## src/rtl/z80_io_decoder.sv

```systemverilog
// Z80 I/O port decoder: synchronises the Z80 strobes, decodes the port address into one
// active-low chip select per channel, and stretches the cycle with WAIT# for a fixed count.
module z80_io_decoder #(
    parameter int NUM_CH = 2,
    parameter int ADDR_W = 8,
    parameter logic [NUM_CH*ADDR_W-1:0] BASES = {8'hDF, 8'hEF},
    parameter logic [NUM_CH*ADDR_W-1:0] MASKS = {8'hFF, 8'hFF},
    parameter int WAIT_CYCLES = 2,
    parameter int SYNC_STAGES = 2,
    localparam int IDX_W = (NUM_CH > 1) ? $clog2(NUM_CH) : 1,
    localparam int CNT_W = (WAIT_CYCLES > 0) ? $clog2(WAIT_CYCLES + 1) : 1
) (
    input  logic              clk,
    input  logic              reset,
    input  logic              iorq,
    input  logic              m1,
    input  logic              rd,
    input  logic              wr,
    input  logic [ADDR_W-1:0] A,
    output logic [NUM_CH-1:0] cs_n,
    output logic              ioge,
    output logic              wait_n,
    output logic [IDX_W-1:0]  ch_idx,
    output logic [2:0]        state_dbg
);

    typedef enum logic [2:0] {
        ST_IDLE    = 3'd0,
        ST_WAIT    = 3'd1,
        ST_ACTIVE  = 3'd2,
        ST_IGNORE  = 3'd3,
        ST_RECOVER = 3'd4
    } state_t;

    state_t state_q, state_d;
    logic [CNT_W-1:0]  cnt_q, cnt_d;
    logic [NUM_CH-1:0] cs_n_q, cs_n_d;
    logic              ioge_q, ioge_d;
    logic              wait_n_q, wait_n_d;
    logic [IDX_W-1:0]  ch_idx_q, ch_idx_d;

    // Strobes idle high, so the chains preset to 1 and never fake an access after reset.
    logic [SYNC_STAGES-1:0][3:0] sync_q;
    logic iorq_s, m1_s, rd_s, wr_s;

    always_ff @(posedge clk or negedge reset) begin
        if (!reset) begin
            sync_q <= '1;
        end else begin
            sync_q <= {sync_q[SYNC_STAGES-2:0], {iorq, m1, rd, wr}};
        end
    end

    assign {iorq_s, m1_s, rd_s, wr_s} = sync_q[SYNC_STAGES-1];

    logic access;
    logic intack;
    assign access = !iorq_s && m1_s && (!rd_s || !wr_s);
    assign intack = !iorq_s && !m1_s;

    // Walk from the top index down so the lowest matching channel wins.
    logic             hit;
    logic [IDX_W-1:0] hit_idx;

    always_comb begin
        hit     = 1'b0;
        hit_idx = '0;
        for (int i = NUM_CH - 1; i >= 0; i--) begin
            if (((A ^ BASES[i*ADDR_W +: ADDR_W]) & MASKS[i*ADDR_W +: ADDR_W]) == '0) begin
                hit     = 1'b1;
                hit_idx = IDX_W'(i);
            end
        end
    end

    always_comb begin
        state_d  = state_q;
        cnt_d    = cnt_q;
        cs_n_d   = cs_n_q;
        ioge_d   = ioge_q;
        wait_n_d = wait_n_q;
        ch_idx_d = ch_idx_q;
        case (state_q)
            ST_IDLE: begin
                if (access && hit) begin
                    ch_idx_d = hit_idx;
                    cs_n_d   = ~(NUM_CH'(1) << hit_idx);
                    ioge_d   = 1'b1;
                    if (WAIT_CYCLES > 0) begin
                        wait_n_d = 1'b0;
                        cnt_d    = CNT_W'(WAIT_CYCLES - 1);
                        state_d  = ST_WAIT;
                    end else begin
                        state_d = ST_ACTIVE;
                    end
                end else if (access || intack) begin
                    state_d = ST_IGNORE;
                end
            end
            ST_WAIT: begin
                if (iorq_s) begin
                    cs_n_d   = '1;
                    ioge_d   = 1'b0;
                    wait_n_d = 1'b1;
                    state_d  = ST_RECOVER;
                end else if (cnt_q == '0) begin
                    wait_n_d = 1'b1;
                    state_d  = ST_ACTIVE;
                end else begin
                    cnt_d = cnt_q - 1'b1;
                end
            end
            ST_ACTIVE: begin
                if (iorq_s) begin
                    cs_n_d  = '1;
                    ioge_d  = 1'b0;
                    state_d = ST_RECOVER;
                end
            end
            ST_IGNORE: begin
                if (iorq_s) begin
                    state_d = ST_IDLE;
                end
            end
            ST_RECOVER: begin
                state_d = ST_IDLE;
            end
            default: begin
                cs_n_d   = '1;
                ioge_d   = 1'b0;
                wait_n_d = 1'b1;
                state_d  = ST_IDLE;
            end
        endcase
    end

    always_ff @(posedge clk or negedge reset) begin
        if (!reset) begin
            state_q  <= ST_IDLE;
            cnt_q    <= '0;
            cs_n_q   <= '1;
            ioge_q   <= 1'b0;
            wait_n_q <= 1'b1;
            ch_idx_q <= '0;
        end else begin
            state_q  <= state_d;
            cnt_q    <= cnt_d;
            cs_n_q   <= cs_n_d;
            ioge_q   <= ioge_d;
            wait_n_q <= wait_n_d;
            ch_idx_q <= ch_idx_d;
        end
    end

    assign cs_n      = cs_n_q;
    assign ioge      = ioge_q;
    assign wait_n    = wait_n_q;
    assign ch_idx    = ch_idx_q;
    assign state_dbg = state_q;

endmodule
```

## config.mk

```make
export PLATFORM = sky130hd
export DESIGN_NAME = z80_io_decoder
export DESIGN_NICKNAME = d
export VERILOG_FILES = /design/src/rtl/z80_io_decoder.sv
export SDC_FILE = /design/constraint.sdc
export NUM_CORES = 1
export LEC_CHECK = 0
export CAP_MARGIN = 25
export CORE_MARGIN = 1.5
export CORE_UTILIZATION = 50
export CTS_CLUSTER_DIAMETER = 100
export DETAILED_ROUTE_END_ITERATION = 7
export PLACE_DENSITY = 0.82
export SETUP_SLACK_MARGIN = 0.4
export SYNTH_ARGS = -nofsm -noshare
export SYNTH_HDL_FRONTEND = slang
export SYNTH_SLANG_ARGS = --single-unit
```

## constraint.sdc

```tcl
create_clock -name clk -period 5.49 [get_ports clk]
set_input_delay 0.8235 -clock clk [delete_from_list [all_inputs] [get_ports clk]]
set_output_delay 0.8235 -clock clk [all_outputs]
set_load 0.03 [all_outputs]
```

==> results_dict.tcl, run 1 <==
set metrics [dict create \
    worstMarginPinSlew_ps 756 \
    wl_met1_um 595 \
    synth_edf_count 0 \
    synth.top_cell.area_share_pct 33.9 \
    drt_pre_antenna_iters 6 \
    ctsHoldBuffers 0 \
    critPathTopFamily "buffers and inverters" \
    finalSetupViolations 0 \
    avgSynthCellArea_sq_um 12.4 \
    grt_max_degree 19 \
    cts_resized 0 \
    drv_cap 0 \
    ys_types 34 \
    cts_setup_buffers 0 \
    peakVddDrop_v 0.000294 \
    max_stage_delay_ps 750 \
    grt_pass1_wl_mm 2.39 \
    drt.antenna.violating_nets 0 \
    synth_common_cells "dfstp_2, dfrtp_1, inv_1" \
    combinationalPowerShare_pct 37.6 \
    synth_cells 69 \
    drcViolationCount 0 \
    ys_warn_count 0 \
    grt_usage_pct 17.2 \
    yosysSeqAreaShare_pct 54.4 \
    fin_skew_ps 1.30 \
    hpwl_mm 1.10 \
    cts_num_sinks 18 \
    start_kind "register" \
    fin_crit_ps 2470 \
    critical_path_arrival_ps 1650 \
    layout_setup_ws_ps 3020 \
    hold_class "register to register" \
    port_buffers 21 \
    grt_overflow 0 \
    synth_ff_type "dfstp_2" \
    start_util_pct 54.7 \
    post-place-ws_ps 2800 \
    tns_ps 0 \
    cts-buffers-inserted 3 \
    wl_per_cell_um 13.0 \
    gp_congestion 0.709 \
    ys_top_cells_by_area "dfstp_2, dfrtp_1, nand2b_1" \
    die_area_sq_um 1960 \
    p_int_w 0.000277 \
    grt_pass1_vias 570 \
    cts_tree "built" \
    vias_per_cell 5.75 \
    cp_slowest_cell "clkdlybuf4s50_1" \
    switchingPower_w 0.000162 \
    antenna_found_initial 0 \
    cp_cell_sequence "clkdlybuf4s50_1" \
    die_y_um 44.3 \
    yosys.cell_count.top_type "dfstp_2" \
    rows 14 \
    synth_area_leader_cell "dfstp_2" \
    synth-seq-cells 18 \
    required_ps 4670 \
    dr_wl_met2_um 734 \
    area_growth_pct 27.3 \
    clock_power_share_pct 18.1 \
    fin_nets 106 \
    cts_root_buf "clkbuf_4" \
    p_seq_share_pct 44.3 \
    end_kind "output pin" \
    critPathMaxFanout 13 \
    core_sq_um 1560 \
    drt_iter0_drc 15 \
    final_min_period_over_clock_period_pct 45.0 \
    p_per_area_nw_per_um2 404 \
    highest_layer "met3" \
    clock_path_buffers 2 \
    ios 22 \
    p_leak_nw 0.444 \
    hold_viol 0 \
    h-tree-depth 1 \
    syn_nets 84 \
    clk_pin_slew_worst_paths_ps 100 \
    routed_wl_mm 1.38 \
    whs_ps 360 \
    num_vias 609 \
    critPathBufInv 1 \
    relSlewSlack_pct 49.4 \
    met3_length_um 45 \
    die_w_um 44.3 \
    clk-insertion-delay-late_ps 280 \
    status "finished, final reports clean" \
    netSwitchingFraction_pct 36.8 \
    crit_type "register to output pin" \
    netlist_area_sq_um 853 \
    antenna_cells 0 \
    drv_slew 0 \
    clock.fmax_mhz 405 \
    fillers 110 \
    drive_above_1_share_pct 25.6 \
    async_flop_share_pct 100 \
    rsz0062_at_grt "no" \
]
==> layout make-up <==
type,count,area [sq um],area share (%)
Tap cell,16,20.0,1.84
Timing Repair Buffer,21,210,19.4
Sequential cell,18,464,42.7
Inverter,5,18.8,1.73
Clock buffer,4,36.3,3.34
Multi-Input combinational cell,42,337,31.0
==> per-stage QoR <==
step | total power, W | cell area (sq um) | util [%] | cells
2_1_floorplan | 0.000320 | 853 | - | 69
5_1_grt | 0.000471 | 1090 | 69.7 | 106
3_3_place_gp | 0.000355 | 1050 | 67.3 | 102
4_1_cts | 0.000445 | 1090 | 69.7 | 106
3_5_place_dp | 0.000363 | 1050 | 67.3 | 102
6_report | 0.000439 | 1090 | 69.7 | 106
==> power groups by stage <==
stage	registers, W	logic (W)	clock network (W)
after floorplan	0.000188	0.000133	0
after global placement	0.000196	0.000159	0
after detailed placement	0.000197	0.000167	0
after CTS	0.000194	0.000167	0.0000839
after global routing	0.000200	0.000182	0.0000898
final	0.000195	0.000165	0.0000794
==> layer usage <==
| layer | vias up | GRT usage (%) |
|---|---|---|
| li1 | 289 | - |
| met1 | 307 | 19.5 |
| met2 | 13 | 29.7 |
| met3 | 0 | 5.31 |
| met4 | 0 | 7.27 |
| met5 | - | 0 |
==> layout by cell type (no fill, tap or decap), drive strengths merged <==
cell type,netlist,final
a21o,1,1
a21oi,2,2
a22o,1,1
a2bb2oi,2,2
a311oi,1,1
a32oi,1,1
and2,2,2
and2b,1,1
clkbuf,1,4
clkdlybuf4s50,0,21
dfrtp,7,7
dfstp,11,11
ha,1,1
inv,5,5
mux2,1,1
mux2i,1,1
nand2b,4,4
nand4,1,1
nand4b,1,1
nor2,4,4
nor2b,1,1
nor3,3,3
nor3b,2,2
nor4,2,2
o21ai,2,2
o31ai,2,2
o32ai,1,1
o41ai,1,1
or2b,1,1
or4,1,1
xnor2,2,2
==> cells by family after synthesis <==
kind of cell               count (synthesis)  synth area share, %
AOI/OAI and AO/OA                         14                 12.3
xor gates and xnor gates                   2                 2.05
adders and majority gates                  1                 1.47
buffers and inverters                      9                 6.16
DFF                                       18                 54.4
muxes                                      2                 2.93
and+or+nand+nor                           23                 20.7
==> registers in the layout, summed over array words and instances, names as in the netlist <==
register and count:
m1_s 1, wait_n 1, rd_s 1, sync_q 5
cnt_q 2, cs_n 2, iorq_s 1, ioge 1
state_dbg 3, ch_idx 1
==> worst paths after layout <==
path	slack, ps	end	cells past startpoint	startpoint
hold reg to reg	360	m1_s$_DFF_PN1_	0	sync_q[2]$_DFF_PN1_
setup / recovery	3020	state_dbg[2]	1	state_dbg[2]$_DFFE_PN0P_
hold / removal	360	m1_s$_DFF_PN1_	0	sync_q[2]$_DFF_PN1_
max in group asynchronous	4050	ch_idx$_DFFE_PN0P_	1	reset
min in group asynchronous	970	cnt_q[1]$_DFFE_PN0P_	1	reset
setup reg to reg	3560	cnt_q[1]$_DFFE_PN0P_	6	cnt_q[0]$_DFFE_PN0P_
Power figures use the tool's default switching activity.
==> run 2, diff against run 1 <==
--- a/config.mk
+++ b/config.mk
@@ -7,10 +7,10 @@
 export LEC_CHECK = 0
 export CAP_MARGIN = 25
 export CORE_MARGIN = 1.5
-export CORE_UTILIZATION = 50
+export CORE_UTILIZATION = 46
 export CTS_CLUSTER_DIAMETER = 100
 export DETAILED_ROUTE_END_ITERATION = 7
-export PLACE_DENSITY = 0.82
+export PLACE_DENSITY = 0.76
 export SETUP_SLACK_MARGIN = 0.4
 export SYNTH_ARGS = -nofsm -noshare
 export SYNTH_HDL_FRONTEND = slang
==> constraint.sdc (replaced) <==
create_clock -name clk -period 2.3 [get_ports clk]
set_input_delay 0.345 -clock clk [delete_from_list [all_inputs] [get_ports clk]]
set_output_delay 0.345 -clock clk [all_outputs]
set_load 0.03 [all_outputs]
==> run 2 against run 1 <==
- sequential power grew 140%
- core utilization down 4.3 points
- worst setup slack worse by 2600 ps
- largest cell class unchanged
- register-to-register slack worse by 3000 ps
- global-route usage fell by 1.7 points
- first-iteration DRC count is 53% lower
- power grew 140%
- critical path type unchanged
- combinational power is 150% higher
- sequential share of layout area down 1.4 points
- worst hold slack lost 0.70 ps
- flip-flop and latch count unchanged
- routed wire length is 3.8% higher
==> results_dict.tcl, run 2 (synthesis gave the netlist of run 1 again) <==
set metrics [dict create \
    drcViolationCount 0 \
    grt_busiest_layer "met2" \
    final_min_period_over_clock_period_pct 80.4 \
    max_stage_delay_ps 670 \
    port_buffers 21 \
    wl_per_cell_um 12.1 \
    drt_pre_antenna_iters 2 \
    hold_class "register to register" \
    critPathTopFamily "buffers and inverters" \
    fin_area_sq_um 1130 \
    cp_cell_sequence "clkdlybuf4s50_1" \
    area_growth_pct 32.3 \
    core_sq_um 1730 \
    drt_iter0_drc 7 \
    regMostFlops "sync_q" \
    cts_root_buf "clkbuf_4" \
    worstMarginPinSlew_ps 750 \
    drv_slew 0 \
    cp_slowest_cell "clkdlybuf4s50_1" \
    ios 22 \
    fin_crit_ps 1850 \
    finalNonFillerCells 118 \
    routed_wl_mm 1.43 \
    critPathBufInv 1 \
    grt_overflow 0 \
    grt_usage_pct 15.4 \
    clock.fmax_mhz 541 \
    status "finished, final reports clean" \
    drt.antenna.violating_nets 0 \
    critical_path_arrival_ps 1500 \
    drive_above_1_share_pct 30.1 \
    start_util_pct 49.4 \
    rsz0062_at_grt "no" \
    start_kind "register" \
    clk_pin_slew_worst_paths_ps 100 \
    fillers 144 \
    mostFrequentLayoutCells "clkdlybuf4s50_1, dfstp_2, inv_1, dfrtp_1" \
    dp_cells 114 \
    critPathMaxFanout 2 \
    peakVddDrop_v 0.000586 \
    use_met1_pct 19.3 \
    final_common_cell "clkdlybuf4s50_1" \
    grt_pass1_wl_mm 2.33 \
    p_leak_nw 0.488 \
    antenna_found_initial 0 \
    largest_reg_flops 5 \
    whs_ps 359 \
    p_per_area_nw_per_um2 944 \
    cts_tree "built" \
    end_kind "output pin" \
    grt_max_degree 19 \
    hold_viol 0 \
    drv_cap 0 \
    cts-buffers-inserted 3 \
    tns_ps 0 \
    rr_worst_depth 4 \
    place_area_sq_um 1080 \
    worst-path-stages 1 \
    rows 15 \
    fin_nets 109 \
    cts_num_sinks 18 \
    die_w_um 46.1 \
    clk-insertion-delay-late_ps 280 \
    gp_congestion 0.718 \
    grt_util_met3_pct 2.35 \
    crit_type "register to output pin" \
    antenna_cells 0 \
    ctsHoldBuffers 0 \
    die_y_um 46.1 \
    final_util_pct 65.4 \
    grt_pass1_vias 556 \
    clock_path_buffers 2 \
    h-tree-depth 1 \
    hpwl_mm 1.12 \
    die_area_sq_um 2120 \
    num_vias 583 \
    required_ps 1960 \
    fin_skew_ps 2.45 \
    vias_per_cell 4.94 \
    relSlewSlack_pct 49.8 \
    use_met2_pct 26.1 \
    finalSetupViolations 0 \
    hold_path_depth 0 \
]
run 2: cell count changes in the layout (fill, tap and decap cells not counted):
cell and delta:
dfrtp_2 +2, clkdlybuf4s50_1 -4, buf_4 +3, dlygate4sd2_1 +1, dlymetal6s2s_1 +3, dfrtp_1 -2
run 2: what timing repair did:
item	CTS	global route
gates cloned	0	0
gates resized for setup	3	3
endpoints found under the setup margin	3	3
setup buffers	0	0
run 2: cell type report:
cell class                      count  area, sq um  share of cell area (%)
Timing Repair Buffer               24          239                    21.2
Multi-Input combinational cell     42          337                    29.8
Inverter                            5         18.8                    1.66
Tap cell                           25         31.3                    2.77
Sequential cell                    18          467                    41.4
Clock buffer                        4         36.3                    3.22
run 2: final timing paths:
path | endpoint | from | slack [ps]
setup / recovery | cs_n[0] | cs_n[0]$_DFFE_PN1P_ | 450
max in group asynchronous | state_dbg[2]$_DFFE_PN0P_ | reset | 1300
hold / removal | iorq_s$_DFF_PN1_ | sync_q[3]$_DFF_PN1_ | 360
min in group asynchronous | ioge$_DFFE_PN0P_ | reset | 490
setup reg to reg | ch_idx$_DFFE_PN0P_ | m1_s$_DFF_PN1_ | 570
hold reg to reg | iorq_s$_DFF_PN1_ | sync_q[3]$_DFF_PN1_ | 360
run 2: worst reg2reg max path, stage by stage (launching register included):
cell and delay [ps]:
dfstp_2 570, nand4b_4 90, or4_4 450, nor4_4 190, mux2_4 330
run 2: metal layers:
| metal | vias to the layer above | part of all wire (%) |
|---|---|---|
| li1 | 292 | - |
| met1 | 279 | 44 |
| met2 | 10 | 52 |
| met3 | 2 | 3.2 |
| met4 | 0 | 0.70 |
| met5 | - | 0 |
run 2: where the power goes:
group / internal [W] / switching [W] / total (W) / leakage, nW
Combinational: 0.000209 / 0.000199 / 0.000407 / 0.264
Clock: 0.0000963 / 0.0000948 / 0.000191 / 0.0210
Sequential: 0.000372 / 0.0000947 / 0.000467 / 0.203
Total: 0.000677 / 0.000388 / 0.00107 / 0.488
run 2: stage by stage:
step                setup WS (ps)  power (W)
global placement              189   0.000875
finish                        452    0.00107
CTS                           421    0.00108
detailed placement            143   0.000890
floorplan                     557   0.000765
global route                  419    0.00114
